**src/rtl/frame_1101_pkg.sv**
```systemverilog
// Shared constants and state encoding for the 1101-preamble frame link.
package frame_1101_pkg;

  typedef enum logic [1:0] {
    IDLE = 2'd0,
    PRE  = 2'd1,
    DATA = 2'd2,
    GAP  = 2'd3
  } tx_state_e;

  localparam logic [3:0]  PREAMBLE = 4'b1101;
  localparam int unsigned PRE_LEN  = 4;

endpackage

```
**src/rtl/frame_tx_1101_piso_shift.sv**
```systemverilog
// Parallel-load, MSB-first shift register with clear/load/shift priority.
module piso_shift #(
  parameter int unsigned W = 8
) (
  input  logic         clk,
  input  logic         clear,
  input  logic         load,
  input  logic         shift,
  input  logic [W-1:0] din,
  output logic         msb
);

  logic [W-1:0] sr;

  // Clear wins over load, load wins over shift.
  always_ff @(posedge clk) begin
    if (clear) begin
      sr <= '0;
    end else if (load) begin
      sr <= din;
    end else if (shift) begin
      sr <= sr << 1;
    end
  end

  assign msb = sr[W-1];

endmodule

```
**src/rtl/frame_tx_1101.sv**
```systemverilog
// Serial frame transmitter: 1101 preamble, MSB-first payload, forced zero gap.
module frame_tx_1101 #(
  parameter int unsigned DATA_W   = 8,
  parameter int unsigned IDLE_GAP = 2
) (
  input  logic              clk,
  input  logic              rst,
  input  logic              start_valid,
  output logic              start_ready,
  input  logic [DATA_W-1:0] data,
  output logic              x_out,
  output logic              busy,
  output logic              done
);

  import frame_1101_pkg::*;

  localparam int unsigned MAX_A   = (PRE_LEN > DATA_W) ? PRE_LEN : DATA_W;
  localparam int unsigned MAX_LEN = (MAX_A > IDLE_GAP) ? MAX_A : IDLE_GAP;
  localparam int unsigned CNT_W   = $clog2(MAX_LEN) + 1;

  localparam logic [CNT_W-1:0] PRE_LAST  = CNT_W'(PRE_LEN - 1);
  localparam logic [CNT_W-1:0] DATA_LAST = CNT_W'(DATA_W - 1);
  localparam logic [CNT_W-1:0] GAP_LAST  = CNT_W'(IDLE_GAP - 1);
  localparam logic [CNT_W-1:0] CNT_ONE   = CNT_W'(1);

  tx_state_e        state, state_n;
  logic [CNT_W-1:0] cnt, cnt_n;
  logic             x_n, busy_n, done_n;
  logic             hs, shift, sr_msb;
  logic [1:0]       pre_idx;

  assign start_ready = (state == IDLE) && !rst;
  assign hs          = start_valid && start_ready;

  // Payload holding register; reset clears it, handshake loads it.
  piso_shift #(.W(DATA_W)) u_piso (
    .clk   (clk),
    .clear (rst),
    .load  (hs),
    .shift (shift),
    .din   (data),
    .msb   (sr_msb)
  );

  // Next state plus the line value for the upcoming cycle, so x_out stays registered.
  always_comb begin
    state_n = state;
    cnt_n   = cnt;
    x_n     = 1'b0;
    done_n  = 1'b0;
    shift   = 1'b0;
    pre_idx = 2'd0;
    case (state)
      IDLE: begin
        if (hs) begin
          state_n = PRE;
          cnt_n   = '0;
          x_n     = PREAMBLE[3];
        end
      end
      PRE: begin
        if (cnt == PRE_LAST) begin
          state_n = DATA;
          cnt_n   = '0;
          x_n     = sr_msb;
          shift   = 1'b1;
        end else begin
          cnt_n   = cnt + CNT_ONE;
          pre_idx = 2'(PRE_LAST - cnt - CNT_ONE);
          x_n     = PREAMBLE[pre_idx];
        end
      end
      DATA: begin
        if (cnt == DATA_LAST) begin
          state_n = GAP;
          cnt_n   = '0;
          done_n  = (IDLE_GAP == 1);
        end else begin
          cnt_n = cnt + CNT_ONE;
          x_n   = sr_msb;
          shift = 1'b1;
        end
      end
      GAP: begin
        if (cnt == GAP_LAST) begin
          state_n = IDLE;
          cnt_n   = '0;
        end else begin
          cnt_n  = cnt + CNT_ONE;
          done_n = ((cnt + CNT_ONE) == GAP_LAST);
        end
      end
      default: begin
        state_n = IDLE;
        cnt_n   = '0;
      end
    endcase
    busy_n = (state_n != IDLE);
  end

  // State, counter and registered outputs; reset abandons any partial frame.
  always_ff @(posedge clk) begin
    if (rst) begin
      state <= IDLE;
      cnt   <= '0;
      x_out <= 1'b0;
      busy  <= 1'b0;
      done  <= 1'b0;
    end else begin
      state <= state_n;
      cnt   <= cnt_n;
      x_out <= x_n;
      busy  <= busy_n;
      done  <= done_n;
    end
  end

endmodule
```
**config.mk**
```make
export PLATFORM = sky130hd
export DESIGN_NAME = frame_tx_1101
export DESIGN_NICKNAME = d
export VERILOG_FILES = /design/src/rtl/frame_1101_pkg.sv /design/src/rtl/frame_tx_1101_piso_shift.sv /design/src/rtl/frame_tx_1101.sv
export SDC_FILE = /design/constraint.sdc
export NUM_CORES = 1
export LEC_CHECK = 0
export BUFFER_PORTS_ARGS = -buffer_cell sky130_fd_sc_hd__buf_4
export CORE_UTILIZATION = 27
export DETAILED_ROUTE_END_ITERATION = 7
export GPL_ROUTABILITY_DRIVEN = 1
export PLACE_DENSITY = 0.52
export SLEW_MARGIN = 20
export SYNTH_ARGS = -nofsm -noshare
export SYNTH_HDL_FRONTEND = slang
export SYNTH_SLANG_ARGS = --single-unit
```
**constraint.sdc**
```tcl
create_clock -name clk -period 1.9 [get_ports clk]
set_input_delay 0.095 -clock clk [delete_from_list [all_inputs] [get_ports clk]]
set_output_delay 0.095 -clock clk [all_outputs]
set_load 0.05 [all_outputs]
```
==> reports/qor.yml, run 1 <==
status: "finished clean"
area_growth_pct: 23.9
overflow: 0
nets: 154
die_x_um: 62.6
io_pins: 15
combPwrFrac: 0.530
ant_nets: 0
cp.required_ns: 2.09
powerDensity_nw_per_um2: 1190
die_h_um: 62.6
grt_pass1_wl_um: 3800
worstSkewPairLatency_ns: 0.29
power_frac_seq: 0.332
vdd_drop_max_uv: 876
cts_made_buffers: 3
crit_chain: "ha_1 > or3b_2 > a2111o_1 > nand3_1 > o31ai_1"
crit_fanout: 5
synth-seq-cells: 17
dpl.hpwl_um: 1600
vias: 853
p_clk_frac: 0.138
drc: 0
switching_power_w: 0.000629
globalplace.congestion: 0.802
grt_pass1_vias: 813
syn-num-nets: 131
ys_seq_area_frac: 0.343
cts_htree_levels: 1
rows: 21
coreArea_um2: 3420
fin_crit_sh: 0.937
initial_core_util: 0.290
routedWlPerCell_um: 11.8
post_cts_buffers: 0
clk_pin_slew_ns: 0.11
dr.pass1.iters: 4
clockBufferDepth: 2
grt_setup_unrepaired: "false"
postSynthCellCount: 112
cts_root_buf: "clkbuf_4"
fin_crit_ns: 1.78
slew_violations: 0
slowest_stage: "or3b_2"
antenna_cells: 0
cap_violations: 0
grt_max_degree: 21
critPathMaxStageDelay_ns: 0.46
hold_viol_final: 0
synth_area_per_cell_um2: 8.85
worst_slew_pin_slew_ns: 0.408
finalSetupTns_ns: 0
slew_headroom: 0.728
crit_arrival_ns: 1.97
end_kind: "register"
syn_area_um2: 991
p_sw_frac: 0.431
hold_class: "input pin to register"
dr.first_iter.drc_count: 43
path_class: "register to register"
viasPerCell: 4.74
routed_wl_um: 2130
port_buffers: 14
p_int_w: 0.000831
yosysWarnings: 0
total_power_w: 0.00146
finalSetupViolations: 0
holdBufCountCts: 0
tritoncts: "done"
clock_sinks: 17
post_cts_resized: 0
max_freq_mhz: 561
fill_cells: 377
antenna_found_initial: 0
die_area_um2: 3920
critPathLaunchType: "register"
skew_ns: 0.00440
drive_gt1_frac: 0.246
synth_cell_types: 34
p_leak_nw: 0.482
track_usage: 0.120
==> cells in the final DEF (no fill, tap or decap), types with 3 or more instances in the layout <==
master,count
nand2_1,7
nor2_1,11
a211oi_1,7
nand3b_1,4
inv_1,8
nand3_1,4
a21oi_1,5
mux2i_1,7
dfxtp_1,17
clkbuf_4,3
nand2b_1,3
ha_1,8
buf_4,23
==> cell type report <==
class	instances	area [µm²]	share of cell area
multi-input cells	82	599	0.488
flip-flops and latches	17	340	0.277
repair buffers	23	173	0.141
well taps	46	57.6	0.0469
inverters	8	30.0	0.0245
clock buffers	3	22.5	0.0183
clock inverters	1	5.00	0.00408
==> cells in the mapped netlist (all sizes together) <==
cell type	count	area, µm²
a21o	1	8.76
nand3	4	20.0
nor2	11	41.3
o22ai	2	12.5
nand2	7	26.3
a31oi	1	6.26
a211oi	8	72.6
buf	2	10.0
nand3b	4	30.0
a21oi	5	25.0
dfxtp	17	340
inv	8	30.0
nand4b	1	8.76
a31o	1	8.76
clkbuf	3	11.3
mux2i	7	70.1
or3b	1	8.76
a311oi	1	8.76
a21bo	1	10.0
o31ai	1	7.51
and3	1	6.26
a2111o	1	11.3
nand2b	3	18.8
xnor2	2	17.5
nand4	1	6.26
ha	8	100
nor2b	2	12.5
nor3	2	10.0
a32oi	2	17.5
or3	1	6.26
and3b	1	12.5
o2111ai	1	8.76
and2	1	6.26
==> registers in the layout (all words and copies together) (netlist names) <==
register,flops
state,2
u_piso.sr,8
cnt,4
done,1
x_out,1
busy,1
==> power groups by stage <==
stage / sequential (W) / combinational, W / clock (W)
floorplan: 0.000544 / 0.000497 / 0
global placement: 0.000492 / 0.000760 / 0
detailed placement: 0.000494 / 0.000763 / 0
CTS: 0.000485 / 0.000770 / 0.000210
global route: 0.000497 / 0.000855 / 0.000234
finish: 0.000485 / 0.000774 / 0.000201
==> routing by layer <==
layer  up-vias  wire, µm  GRT usage
li1        443         -          -
met1       396      1080      0.164
met2        12       967      0.190
met3         2        70     0.0365
met4         0        11     0.0174
met5         -         0          0
==> metrics by stage <==
stage	cells	area, µm²	hold WS, ns	setup slack, ns	util
finish	180	1230	0.0881	0.119	0.359
global route	180	1230	0.0637	0.0131	0.359
CTS	178	1210	0.0795	0.123	0.355
detailed placement	174	1180	0.402	0.137	0.347
global placement	174	1180	0.398	0.192	0.347
floorplan	112	991	0.278	0.179	-
==> path summary, 6_finish.rpt <==
| path | start | to | slack, ns | depth (start not counted) |
|---|---|---|---|---|
| setup reg to reg | cnt[0] | busy | 0.12 | 5 |
| setup / recovery | cnt[0] | busy | 0.12 | 5 |
| hold reg to reg | u_piso.sr[7] | x_out | 0.50 | 2 |
| hold / removal | data[6] | u_piso.sr[6] | 0.09 | 3 |
==> worst max-delay path, delay by kind of cell, from the launching register on <==
family                     cells  cell delay, ns
and+or+nand+nor                2            0.56
AOI/OAI and AO/OA              2            0.49
adders and majority gates      1            0.20
DFF                            1            0.42
==> logic make-up after synthesis <==
family / count (synthesis) / synth area share
and+or+nand+nor: 40 / 0.216
buffers and inverters: 13 / 0.0518
AOI/OAI and AO/OA: 25 / 0.200
xor gates and xnor gates: 2 / 0.0177
adders and majority gates: 8 / 0.101
muxes: 7 / 0.0707
DFF: 17 / 0.343
(Power assumes the default switching activity.)
==> run 2, diff against run 1 <==
--- a/config.mk
+++ b/config.mk
@@ -10,6 +10,7 @@
 export DETAILED_ROUTE_END_ITERATION = 7
 export GPL_ROUTABILITY_DRIVEN = 1
 export PLACE_DENSITY = 0.52
+export REMOVE_ABC_BUFFERS = 1
 export SLEW_MARGIN = 20
 export SYNTH_ARGS = -nofsm -noshare
 export SYNTH_HDL_FRONTEND = slang
==> run 2 against run 1 <==
Cell area down 1.4%. Global-route usage down 0.93 points. Sequential power about the same. Total power down 0.70%. Critical path depth up 1.
==> reports/qor.yml, run 2 (synthesized netlist as in run 1, its figures left out) <==
fin_crit_ns: 1.79  # +0.0106 ns
cp_top_family: "simple AND/OR/NAND/NOR gates"
skew_ns: 0.00533  # +0.000929 ns
critPathMaxStageDelay_ns: 0.46  # about the same
grt_max_degree: 21  # unchanged
cts_htree_levels: 1  # unchanged
globalplace.congestion: 0.833  # +3.9%
grtUsageMet2: 0.179  # -0.0109
path_class: "register to register"
clockBufferDepth: 2  # unchanged
top_register: "u_piso.sr"
hold_class: "input pin to register"
dpl.hpwl_um: 1580  # -1.7%
fin_crit_sh: 0.943  # +0.00558
vias: 836  # -2.0%
end_kind: "register"
slew_headroom: 0.766  # +0.0379
antenna_found_initial: 0  # unchanged
area_growth_pct: 22.1
routed_wl_um: 2070  # -2.7%
crit_fanout: 4  # -1
crit_arrival_ns: 1.98  # about the same
grt_pass1_vias: 821  # +0.98%
holdBufCountCts: 0  # unchanged
worst_slew_pin_slew_ns: 0.352  # -0.0568 ns
ant_nets: 0  # unchanged
grt_setup_unrepaired: "false"
die_x_um: 62.6  # unchanged
final_cell_mix: "buf_4 (18), dfxtp_1 (17), nor2_1 (11)"
grt-busiest-layer: "met2"
use_met1: 0.136  # -0.0281
r2r_slack_ns: 0.11  # about the same
rows: 21  # unchanged
critPathCapture: "busy"
overflow: 0  # unchanged
initial_core_util: 0.290  # unchanged
status: "finished clean"
track_usage: 0.111  # -0.00932
cts_root_buf: "clkbuf_4"
multi_input_area_um2: 599  # unchanged
coreArea_um2: 3420  # unchanged
use_met3: 0.0182  # -0.0182
max_freq_mhz: 558  # -0.59%
post_cts_buffers: 0  # unchanged
nets: 150  # -2.6%
cts_made_buffers: 3  # unchanged
rr_worst_depth: 6  # +1
dr.pass1.iters: 4  # unchanged
routedWlPerCell_um: 11.8  # -0.46%
setup_ws_ns: 0.108  # -0.0106 ns
vdd_drop_max_uv: 666  # -24%
die_area_um2: 3920  # unchanged
drc: 0  # unchanged
layout_commonest_cell: "buf_4"
placed_cell_area_um2: 1180  # -0.21%
crit_path_start: "cnt[1]"
drive_gt1_frac: 0.223  # -0.0232
cap_violations: 0  # unchanged
reg_top3: "u_piso.sr: 8 flops, cnt: 4 flops, state: 2 flops"
io_pins: 15  # unchanged
antenna_cells: 0  # unchanged
finalSetupViolations: 0  # unchanged
die_h_um: 62.6  # unchanged
hold_viol_final: 0  # unchanged
crit_chain: "inv_1 > ha_1 > or3b_2 > a2111o_1 > nand3_1 > o31ai_1"
seq_area_um2: 340  # unchanged
timing.rr.start: "cnt[1]"
clock_sinks: 17  # unchanged
grt_pass1_wl_um: 3550  # -6.6%
p_leak_nw: 0.466  # -3.3%
worstSkewPairLatency_ns: 0.29  # about the same
viasPerCell: 4.75  # +0.23%
post_cts_resized: 0  # unchanged
finalSetupTns_ns: 0  # unchanged
fill_cells: 372  # -1.3%
slowest_stage: "or3b_2"
slew_violations: 0  # unchanged
tritoncts: "done"
clk_pin_slew_ns: 0.11  # about the same
largest_reg_flops: 8  # unchanged
crit_buf_inv: 1  # +1
port_buffers: 14  # unchanged
pre_cts_slack_ns: 0.140  # +0.00248 ns
r2r_end: "busy"
cp.depth: 6  # +1
fin_area_um2: 1210  # -1.4%
powerDensity_nw_per_um2: 1200  # +0.73%
dr.first_iter.drc_count: 29  # -33%
critPathLaunchType: "register"
cp.required_ns: 2.09  # about the same
worstHoldPathCells: 3  # unchanged
-- run 2: cell types whose count changed in the layout (fill, tap and decap cells not counted), sizes merged --
cell,change
buf,-4
-- run 2: worst min-delay path by stage --
stage | endpoint | from | slack [ns]
floorplan | cnt[0] | rst | 0.16
global placement | u_piso.sr[1] | data[1] | 0.40
detailed placement | u_piso.sr[2] | data[2] | 0.41
CTS | u_piso.sr[4] | data[4] | 0.08
global route | u_piso.sr[1] | data[1] | 0.08
finish | u_piso.sr[4] | data[4] | 0.09
-- run 2: worst register-to-register path, stage by stage, from the launching register on --
cell and delay [ns]:
dfxtp_1 0.35, inv_1 0.09, ha_1 0.17, or3b_2 0.46, a2111o_1 0.42, nand3_1 0.11
o31ai_1 0.08
-- run 2: layout make-up --
| class | instances | share of cell area |
|---|---|---|
| multi-input cells | 82 | 0.495 |
| flip-flops and latches | 17 | 0.281 |
| repair buffers | 19 | 0.128 |
| well taps | 46 | 0.0476 |
| inverters | 8 | 0.0248 |
| clock buffers | 3 | 0.0186 |
| clock inverters | 1 | 0.00414 |
-- run 2: metal layers --
layer  vias up  routed length, µm
met5         -                  0
met2        10                954
met3         4                 36
met4         0                 29
met1       385               1050
li1        437                  -
-- run 2: metrics by stage --
stage          hold WS, ns   util  total power, W  std cells
2_1_floorplan        0.164      -         0.00103        107
3_3_place_gp         0.398  0.346         0.00125        172
3_5_place_dp         0.407  0.346         0.00126        172
4_1_cts             0.0820  0.354         0.00146        176
5_1_grt             0.0839  0.354         0.00156        176
6_report            0.0938  0.354         0.00145        176
-- run 2: power breakdown --
| group | internal, W | switching (W) | total [W] |
|---|---|---|---|
| Combinational | 0.000312 | 0.000455 | 0.000768 |
| Sequential | 0.000434 | 0.0000500 | 0.000484 |
| Clock | 0.0000783 | 0.000120 | 0.000199 |
| Total | 0.000824 | 0.000626 | 0.00145 |
==> run 3, diff against run 2 <==
--- a/config.mk
+++ b/config.mk
@@ -5,11 +5,12 @@
 export SDC_FILE = /design/constraint.sdc
 export NUM_CORES = 1
 export LEC_CHECK = 0
+export ABC_AREA = 1
 export BUFFER_PORTS_ARGS = -buffer_cell sky130_fd_sc_hd__buf_4
 export CORE_UTILIZATION = 27
 export DETAILED_ROUTE_END_ITERATION = 7
 export GPL_ROUTABILITY_DRIVEN = 1
-export PLACE_DENSITY = 0.52
+export PLACE_DENSITY_LB_ADDON = 0.08
 export REMOVE_ABC_BUFFERS = 1
 export SLEW_MARGIN = 20
 export SYNTH_ARGS = -nofsm -noshare
==> run 3 against run 2 <==
Non-clock buffer count is 5 lower. Via count is 5.1% higher. Worst hold slack better by 0.0057 ns.
==> reports/qor.yml, run 3 <==
status: "finished clean"
grt_pass1_wl_um: 3930  # +11%
cts_made_buffers: 3  # unchanged
routedWlPerCell_um: 10.8  # -8.0%
cp.required_ns: 2.10  # about the same
synthAdderAreaFrac: 0.0970  # -0.00404
synth_edf_count: 0  # unchanged
post_cts_buffers: 0  # unchanged
initial_core_util: 0.282  # -0.00815
holdBufCountCts: 0  # unchanged
synth-seq-cells: 17  # unchanged
rows: 22  # +4.8%
path_class: "register to register"
finalSetupViolations: 0  # unchanged
synth_top_family_by_area: "simple AND/OR/NAND/NOR gates"
drive_gt1_frac: 0.281  # +0.0580
synthFlopType: "dfxtp_1"
cap_violations: 0  # unchanged
track_usage: 0.125  # +0.0141
synth_area_per_cell_um2: 7.53  # -15%
layout_commonest_cell: "nand2_1"
clockBufferDepth: 2  # unchanged
synth_top_area_cell: "dfxtp_1"
dpl.hpwl_um: 1670  # +6.3%
synth_compound_area_frac: 0.118  # -0.0819
vias: 879  # +5.1%
synth_top_area_share: 0.330  # -0.0137
tritoncts: "done"
skew_ns: 0.00943  # +0.00410 ns
synth_mux_area_frac: 0  # -0.0707
critPathLaunchType: "register"
die_area_um2: 4070  # +4.0%
top_register: "u_piso.sr"
grt_max_degree: 20  # -4.8%
synth_xor_area_frac: 0.0170  # -0.000707
end_kind: "register"
die_x_um: 63.8  # +2.0%
ant_nets: 0  # unchanged
synth_cell_types: 25  # -26%
dr.first_iter.drc_count: 32  # +10%
largest_reg_flops: 8  # unchanged
powerDensity_nw_per_um2: 1220  # +1.9%
drc: 0  # unchanged
viasPerCell: 4.37  # -7.9%
grt_pass1_vias: 882  # +7.4%
io_pins: 15  # unchanged
grt_setup_unrepaired: "false"
slew_headroom: 0.816  # +0.0508
synthTopCellsByCount: "nand2_1 (41), dfxtp_1 (17), nand3_1 (16)"
clk_pin_slew_ns: 0.07  # -0.04 ns
yosysWarnings: 0  # unchanged
async_reset_ff_frac: 0  # unchanged
routed_wl_um: 2180  # +5.0%
hold_viol_final: 0  # unchanged
crit_arrival_ns: 1.73  # -0.25 ns
nets: 173  # +15%
overflow: 0  # unchanged
dr.pass1.iters: 4  # unchanged
reg_top3: "u_piso.sr: 8 flops, cnt: 4 flops, state: 2 flops"
worst_slew_pin_slew_ns: 0.274  # -0.0772 ns
crit_fanout: 19  # +15
slew_violations: 0  # unchanged
fin_crit_ns: 1.53  # -0.261 ns
max_freq_mhz: 653  # +17%
cts_htree_levels: 1  # unchanged
antenna_found_initial: 0  # unchanged
dp.cells: 197  # +15%
p_leak_nw: 0.553  # +19%
antenna_cells: 0  # unchanged
die_h_um: 63.8  # +2.0%
synth_simple_gate_area_frac: 0.375  # +0.159
worstSkewPairLatency_ns: 0.26  # -0.03 ns
vdd_drop_max_uv: 233  # -65%
post_cts_resized: 0  # unchanged
finalSetupTns_ns: 0  # unchanged
final_cell_mix: "nand2_1 (41), dfxtp_1 (17), nand3_1 (16)"
clock_sinks: 17  # unchanged
final_util: 0.335  # -0.0189
syn_area_um2: 1030  # +4.2%
globalplace.congestion: 0.765  # -8.2%
area_growth_pct: 18.9
hold_class: "input pin to register"
cts_root_buf: "clkbuf_8"
synth_most_common_cell: "nand2_1"
postSynthCellCount: 137  # +22%
coreArea_um2: 3660  # +7.2%
final_cells: 201  # +14%
synthTopCellsByArea: "dfxtp_1 (33%), nand2_1 (15%), ha_1 (9.7%)"
fin_crit_sh: 0.806  # -0.137
port_buffers: 14  # unchanged
ys_seq_area_frac: 0.330  # -0.0137
[run 3: cell types whose count changed in the layout (fill, tap and decap cells not counted), moves of 4 or more]
cell	previous run	this run
nand2_1	7	41
nand3_1	4	16
nand2_2	0	9
nor2_1	11	2
a21oi_2	0	8
a211oi_1	7	0
mux2i_1	7	0
buf_4	18	14
nand3b_1	4	0
[run 3: layout make-up]
cell class              instances  area (µm²)
multi-input cells             105         626
fillers                       395        2430
well taps                      48        60.1
clock buffers                   4        45.0
inverters                      13        51.3
flip-flops and latches         17         340
repair buffers                 14         105
[run 3: power breakdown]
| part | internal [W] | switching, W |
|---|---|---|
| combinational | 0.000247 | 0.000522 |
| sequential | 0.000419 | 0.0000364 |
| clock | 0.000149 | 0.000126 |
[run 3: layer usage]
metal  routed length [µm]  up-vias  GRT usage
met2                 1070       17      0.214
met1                 1020      388      0.151
met3                   52        4     0.0214
met5                    0        -          0
li1                     -      470          -
met4                   33        0     0.0597
[run 3: metrics by stage]
step                      total power, W  setup slack (ns)  hold WS [ns]  area [µm²]
after CTS                        0.00154             0.331        0.0916        1230
after global placement           0.00125             0.363         0.372        1180
after detailed placement         0.00125             0.349         0.372        1180
final                            0.00150             0.369        0.0995        1230
after floorplan                  0.00106             0.294         0.157        1020
after global routing             0.00165             0.150        0.0972        1230
[run 3: worst paths after layout]
check	end	depth (start not counted)	slack [ns]	start
hold reg to reg	x_out	2	0.48	u_piso.sr[7]
setup reg to reg	busy	9	0.37	state[0]
hold / removal	u_piso.sr[0]	3	0.1	data[0]
setup / recovery	busy	9	0.37	state[0]
[run 3: cell families (layout without fill, tap and decap cells)]
kind of cell,count (synthesis),in the layout
xor gates and xnor gates,2,2
buffers and inverters,15,31
AOI/OAI and AO/OA,18,18
adders and majority gates,8,8
and+or+nand+nor,77,77
DFF,17,17
[run 3: critical path: stages (launching register included)]
cell     delay [ns]
dfxtp_1        0.38
inv_1          0.10
ha_1           0.20
inv_1          0.11
nor2_4         0.05
nand2_4        0.21
inv_4          0.10
o21ai_1        0.12
nand3_1        0.12
nand2_1        0.08
